`src/rtl/fft_pkg.sv`:
```
// Shared FFT definitions: default widths, commutator depth, rounding/saturation
// helper and the 8-entry twiddle ROM contents (W16^k, Q1.11).
package fft_pkg;

    localparam int unsigned DATA_W      = 12;
    localparam int unsigned TWID_W      = 12;
    localparam int unsigned COMM_DEPTH  = 2;
    localparam int unsigned TWID_ADDR_W = 3;

    typedef struct packed {
        logic signed [TWID_W-1:0] re;
        logic signed [TWID_W-1:0] im;
    } twiddle_t;

    // Round half-up by 'frac' fractional bits, then clamp to a signed 'w'-bit range.
    function automatic logic signed [63:0] round_sat(logic signed [63:0] acc,
                                                     int unsigned frac, int unsigned w);
        logic signed [63:0] r;
        logic signed [63:0] lim_hi;
        logic signed [63:0] lim_lo;
        r      = (acc + (64'sd1 <<< (frac - 1))) >>> frac;
        lim_hi = (64'sd1 <<< (w - 1)) - 64'sd1;
        lim_lo = -(64'sd1 <<< (w - 1));
        if (r > lim_hi) begin
            r = lim_hi;
        end else if (r < lim_lo) begin
            r = lim_lo;
        end
        return r;
    endfunction

    // exp(-j*2*pi*k/16); +1.0 is clamped to 2047.
    function automatic twiddle_t tw_rom(logic [TWID_ADDR_W-1:0] k);
        twiddle_t t;
        unique case (k)
            3'd0:    t = '{re:  12'sd2047, im:  12'sd0};
            3'd1:    t = '{re:  12'sd1892, im: -12'sd784};
            3'd2:    t = '{re:  12'sd1448, im: -12'sd1448};
            3'd3:    t = '{re:  12'sd784,  im: -12'sd1892};
            3'd4:    t = '{re:  12'sd0,    im: -12'sd2048};
            3'd5:    t = '{re: -12'sd784,  im: -12'sd1892};
            3'd6:    t = '{re: -12'sd1448, im: -12'sd1448};
            default: t = '{re: -12'sd1892, im: -12'sd784};
        endcase
        return t;
    endfunction

endpackage

```
`src/rtl/delay_commutator.sv`:
```
// MDC re-commutator: DEPTH-deep delay on the lower line, swap mux, then a
// DEPTH-deep delay on the upper output. Complex samples travel packed {re, im}.
module delay_commutator #(
    parameter int unsigned width = 12,
    parameter int unsigned DEPTH = 2
) (
    input  logic               clk,
    input  logic               rst_n,
    input  logic               en,
    input  logic [2*width-1:0] up_in,
    input  logic [2*width-1:0] lo_in,
    output logic [2*width-1:0] up_out,
    output logic [2*width-1:0] lo_out
);

    localparam int unsigned SEL_BIT = $clog2(DEPTH);
    localparam int unsigned CW      = SEL_BIT + 1;

    logic [CW-1:0]      cnt_q;
    logic [2*width-1:0] lo_dly_q [DEPTH];
    logic [2*width-1:0] up_dly_q [DEPTH];
    logic [2*width-1:0] mux_up;
    logic               sel;

    assign sel = cnt_q[SEL_BIT];

    always_comb begin
        mux_up = up_in;
        lo_out = lo_dly_q[DEPTH-1];
        if (sel) begin
            mux_up = lo_dly_q[DEPTH-1];
            lo_out = up_in;
        end
    end

    always_ff @(posedge clk or negedge rst_n) begin
        if (!rst_n) begin
            cnt_q <= '0;
            for (int i = 0; i < DEPTH; i++) begin
                lo_dly_q[i] <= '0;
                up_dly_q[i] <= '0;
            end
        end else if (en) begin
            cnt_q       <= cnt_q + CW'(1);
            lo_dly_q[0] <= lo_in;
            up_dly_q[0] <= mux_up;
            for (int i = 1; i < DEPTH; i++) begin
                lo_dly_q[i] <= lo_dly_q[i-1];
                up_dly_q[i] <= up_dly_q[i-1];
            end
        end
    end

    assign up_out = up_dly_q[DEPTH-1];

endmodule

```
`src/rtl/bfly_comm_stage.sv`:
```
// Radix-2 MDC stage after stage0: DIF butterfly, twiddle multiply with
// round/saturate, then re-commutation into the two-line format.
module bfly_comm_stage
    import fft_pkg::*;
#(
    parameter int unsigned width     = DATA_W,
    parameter int unsigned TW_W      = TWID_W,
    parameter int unsigned DEPTH     = COMM_DEPTH,
    parameter int unsigned TW_ADDR_W = TWID_ADDR_W
) (
    input  logic                    clk,
    input  logic                    rst_n,
    input  logic                    in_valid,
    input  logic signed [width-1:0] line1_re,
    input  logic signed [width-1:0] line1_im,
    input  logic signed [width-1:0] line2_re,
    input  logic signed [width-1:0] line2_im,
    output logic [TW_ADDR_W-1:0]    tw_addr,
    input  logic signed [TW_W-1:0]  tw_re,
    input  logic signed [TW_W-1:0]  tw_im,
    output logic                    out_valid,
    output logic signed [width-1:0] line1_out_re,
    output logic signed [width-1:0] line1_out_im,
    output logic signed [width-1:0] line2_out_re,
    output logic signed [width-1:0] line2_out_im
);

    localparam int unsigned XW          = width + 1;
    localparam int unsigned PW          = width + TW_W + 1;
    localparam int unsigned PRIME_BEATS = 2 + 2 * DEPTH;
    localparam int unsigned PCW         = $clog2(PRIME_BEATS + 1);

    logic signed [width-1:0] s1_sum_re_d, s1_sum_im_d, s1_dif_re_d, s1_dif_im_d;
    logic signed [width-1:0] s1_sum_re_q, s1_sum_im_q, s1_dif_re_q, s1_dif_im_q;
    logic signed [width-1:0] s2_lo_re_d, s2_lo_im_d;
    logic signed [width-1:0] s2_up_re_q, s2_up_im_q, s2_lo_re_q, s2_lo_im_q;
    logic signed [PW-1:0]    dr_x, di_x, wr_x, wi_x, prod_re, prod_im;
    logic [TW_ADDR_W-1:0]    tw_addr_q;
    logic [PCW-1:0]          prime_cnt_q;
    logic [2*width-1:0]      comm_up_out, comm_lo_out;

    // One guard bit makes the halved sum/difference exact before truncation.
    always_comb begin
        s1_sum_re_d = width'((XW'(line1_re) + XW'(line2_re)) >>> 1);
        s1_sum_im_d = width'((XW'(line1_im) + XW'(line2_im)) >>> 1);
        s1_dif_re_d = width'((XW'(line1_re) - XW'(line2_re)) >>> 1);
        s1_dif_im_d = width'((XW'(line1_im) - XW'(line2_im)) >>> 1);
    end

    // tw_re/tw_im belong to the beat held in S1 (address issued as it was accepted).
    always_comb begin
        dr_x       = PW'(s1_dif_re_q);
        di_x       = PW'(s1_dif_im_q);
        wr_x       = PW'(tw_re);
        wi_x       = PW'(tw_im);
        prod_re    = dr_x * wr_x - di_x * wi_x;
        prod_im    = dr_x * wi_x + di_x * wr_x;
        s2_lo_re_d = width'(round_sat(64'(prod_re), TW_W - 1, width));
        s2_lo_im_d = width'(round_sat(64'(prod_im), TW_W - 1, width));
    end

    always_ff @(posedge clk or negedge rst_n) begin
        if (!rst_n) begin
            s1_sum_re_q <= '0;
            s1_sum_im_q <= '0;
            s1_dif_re_q <= '0;
            s1_dif_im_q <= '0;
            s2_up_re_q  <= '0;
            s2_up_im_q  <= '0;
            s2_lo_re_q  <= '0;
            s2_lo_im_q  <= '0;
            tw_addr_q   <= '0;
            prime_cnt_q <= '0;
        end else if (in_valid) begin
            s1_sum_re_q <= s1_sum_re_d;
            s1_sum_im_q <= s1_sum_im_d;
            s1_dif_re_q <= s1_dif_re_d;
            s1_dif_im_q <= s1_dif_im_d;
            s2_up_re_q  <= s1_sum_re_q;
            s2_up_im_q  <= s1_sum_im_q;
            s2_lo_re_q  <= s2_lo_re_d;
            s2_lo_im_q  <= s2_lo_im_d;
            tw_addr_q   <= tw_addr_q + TW_ADDR_W'(1);
            if (prime_cnt_q != PCW'(PRIME_BEATS)) begin
                prime_cnt_q <= prime_cnt_q + PCW'(1);
            end
        end
    end

    delay_commutator #(
        .width (width),
        .DEPTH (DEPTH)
    ) u_comm (
        .clk    (clk),
        .rst_n  (rst_n),
        .en     (in_valid),
        .up_in  ({s2_up_re_q, s2_up_im_q}),
        .lo_in  ({s2_lo_re_q, s2_lo_im_q}),
        .up_out (comm_up_out),
        .lo_out (comm_lo_out)
    );

    assign tw_addr                      = tw_addr_q;
    assign out_valid                    = in_valid & (prime_cnt_q == PCW'(PRIME_BEATS));
    assign {line1_out_re, line1_out_im} = comm_up_out;
    assign {line2_out_re, line2_out_im} = comm_lo_out;

endmodule

```
`config.mk`:
```
export PLATFORM = sky130hd
export DESIGN_NAME = bfly_comm_stage
export DESIGN_NICKNAME = d
export VERILOG_FILES = /design/src/rtl/fft_pkg.sv /design/src/rtl/delay_commutator.sv /design/src/rtl/bfly_comm_stage.sv
export SDC_FILE = /design/constraint.sdc
export NUM_CORES = 2
export LEC_CHECK = 0
export ABC_AREA = 1
export CORE_MARGIN = 8
export CORE_UTILIZATION = 65
export CTS_CLUSTER_DIAMETER = 120
export DETAILED_ROUTE_END_ITERATION = 6
export PLACE_DENSITY = 0.84
export SKIP_LAST_GASP = 1
export SYNTH_ARGS = -nofsm -noshare
export SYNTH_HDL_FRONTEND = slang
export SYNTH_SLANG_ARGS = --single-unit
```
`constraint.sdc`:
```
create_clock -name clk -period 9 [get_ports clk]
set_input_delay 1.8 -clock clk [delete_from_list [all_inputs] [get_ports clk]]
set_output_delay 1.8 -clock clk [all_outputs]
set_load 0.005 [all_outputs]
```
==> metrics <==
Final period util 93.6%; synth cell count leaders inv_1 (1241), nand2_1 (1117), fa_1 (670); Fillers 4168; top-area cell type share of the netlist area 38.5%; WP data required 9.38 ns; syn avg cell area 7.97 µm²; register area share after synthesis 14.4%; Initial DRT Pass Iterations 7; Synth Register Bits 200; largest net degree at the start of global routing 113; maximum clock path buffer count 2; H-tree depth 4; worst-path fanout max 11; ANT nets after route 0; final slew viol count 0; Layout area overhead 7.04%; cell with the most instances after synthesis inv_1; Initial Utilization 65.3%; register area 5000 µm²; cell accounting for the most synthesized area fa_1; hold depth 2; fmax 119 MHz; CP startpoint tw_im[6]; layout cell share with drive strength beyond 1 3.06%; Buffers on Ports 126; Final Wtd Congestion 0.963; Clk pin slew, worst setup/hold paths 0.09 ns; relative slew slack 16.4%; latest clock arrival within the worst-skew pair 0.46 ns; minimum clock period after layout 8.42 ns; DP HPWL 72900 µm; DRT iter0 DRCs 2343; actual slew at the worst max-slew pin 1.25 ns; Global Route Usage Sum 30.7%; Fin Setup TNS 0 ns; failing checks design-rule violations; crit-path leading delay family adder cells; critical path depth 25; EDFF count, synth 0; setup violators final 0; CTS Root Cell clkbuf_16; origin of the critical flop-to-flop path s1_dif_im_q[11]$_DFFE_PN0P_; Max-Cap Viols 0; synth warn 0; fin nets 5370; Hold Fails Final Rpt 0; mean routed wirelength per cell 17.6 µm; first-pass GRT wire length 148000 µm; Max stage delay cell, worst path clkdlybuf4s50_1; Setup CP Type input port to register; die height 248 µm; Hold Buf Count CTS 0; die width 248 µm; Syn Inst Count 4375; vias per cell 5.42; dominant cells by area after synthesis fa_1 (38%), dfrtp_1 (14%), inv_1 (13%), nand2_1 (12%), ha_1 (8.3%); Worst setup SP type input port; status finished with violations; area of the multi-input gates 24300 µm²; CTS tree yes; slowest cell delay on critical path 0.70 ns; Setup crit end kind register; IO Pins 127; ys flop type dfrtp_1; via count 27700; CTS Buf Count 17; setup bufs post-CTS 0; Ant. Diodes 0; Die Area 61300 µm²; Synth Net Count 5352; Reg2Reg Depth 22; initial antenna violation count 2; final core occ 69.9%; distinct cell type count after synthesis 37; Synth async-reset ratio 100%; Residual DRC 10; min-delay src s2_lo_re_q[8]$_DFFE_PN0P_; Arr. time, crit path 8.80 ns; Worst Hold Class register to register; post-cts gate resize count 0; Clock Skew 0.0174 ns; num rows 85; global route overflow 0; vias in the first global route 29400; clock sink count 200; total core area 53400 µm²; RSZ-0062 raised after global routing false; crit path buf inv count 6; synthesized area 34900 µm²; DRT Wirelength 89900 µm
-- cells by family after synthesis --
| logic type | synth area share [%] |
|---|---|
| buffers and inverters | 15.8 |
| AND/OR/NAND/NOR | 15.6 |
| adder cells (fa/ha/maj) | 46.8 |
| AO/OA/AOI/OAI | 5.87 |
| flip-flops | 14.4 |
| XOR/XNOR | 1.51 |
-- flip-flops by register name, summed over array words and instances, names as in the netlist --
name and count:
s2_lo_re_q 12, u_comm.up_dly_q 24, tw_addr 3, s2_up_im_q 12, s1_dif_im_q 12, s2_lo_im_q 12
u_comm.cnt_q 2, prime_cnt_q 3, s1_sum_re_q 12, s1_dif_re_q 12, s2_up_re_q 12, u_comm.lo_dly_q 48
s1_sum_im_q 12, u_comm.up_out 24
-- cell type report --
cell class	instances	share of cell area, %
Multi-Input combinational cell	2734	65.2
Sequential cell	200	13.4
Inverter	1242	12.5
Timing Repair Buffer	198	4.91
Tap cell	696	2.33
Clock buffer	17	1.14
Clock inverter	14	0.480
-- layout by cell type (no fill, tap or decap), drive strengths merged, types with 8 or more instances in the layout --
master         synthesis  routed
a21oi                130     130
a31oi                  8       8
buf                   32      73
clkbuf               167      18
clkdlybuf4s50          0     124
dfrtp                200     200
fa                   670     670
ha                   232     232
inv                 1242    1247
nand2               1120    1120
nand3                 71      71
nand4                 21      21
nor2                 142     142
nor3                  18      18
o21ai                213     213
o21bai                10      10
or2                   12      12
xnor2                 18      18
xor2                  42      42
-- worst register-to-register path, stage by stage (launching register included) --
cell	delay, ns
dfrtp_1	0.94
buf_4	0.33
nand2_1	0.09
inv_1	0.35
fa_1	0.53
fa_1	0.58
fa_1	0.68
fa_1	0.49
fa_1	0.55
fa_1	0.44
fa_1	0.51
inv_1	0.05
ha_1	0.38
nand2_1	0.14
nor3_1	0.41
nand2_1	0.09
a21oi_1	0.13
nor2_1	0.07
nand2_1	0.05
nand2_1	0.05
nand2_1	0.29
nand2_1	0.15
a21oi_2	0.17
-- per-layer routing --
metal / global-route usage, % / up-vias / wire [µm] / part of all wire [%]
li1: - / 12500 / - / -
met1: 38.5 / 13600 / 33800 / 38
met2: 52.1 / 1269 / 43700 / 49
met3: 5.32 / 269 / 8190 / 9.1
met4: 13.8 / 2 / 4270 / 4.7
met5: 0 / - / 13 / 0.014
-- final timing paths --
check                      slack (ns)                         endpoint
setup reg to reg                 1.45        s2_lo_re_q[2]$_DFFE_PN0P_
hold / removal                   0.46  u_comm.lo_dly_q[44]$_DFFE_PN0P_
setup / recovery                 0.58        s2_lo_re_q[2]$_DFFE_PN0P_
min in group asynchronous        1.40       s1_sum_im_q[0]$_DFFE_PN0P_
max in group asynchronous        5.70        s2_lo_re_q[2]$_DFFE_PN0P_
hold reg to reg                  0.46  u_comm.lo_dly_q[44]$_DFFE_PN0P_
-- through the flow --
stage	setup WS [ns]	hold slack (ns)	instances	instance area, µm²
CTS	0.666	0.468	5101	37300
global placement	0.379	0.455	5070	36700
detailed placement	0.207	0.461	5070	36700
global route	0.201	0.494	5101	37300
floorplan	1.19	0.441	4375	34900
finish	0.575	0.465	5101	37300
Power is not shown: default switching activity piles up to over one toggle a cycle in this logic, so the estimate is an artifact.
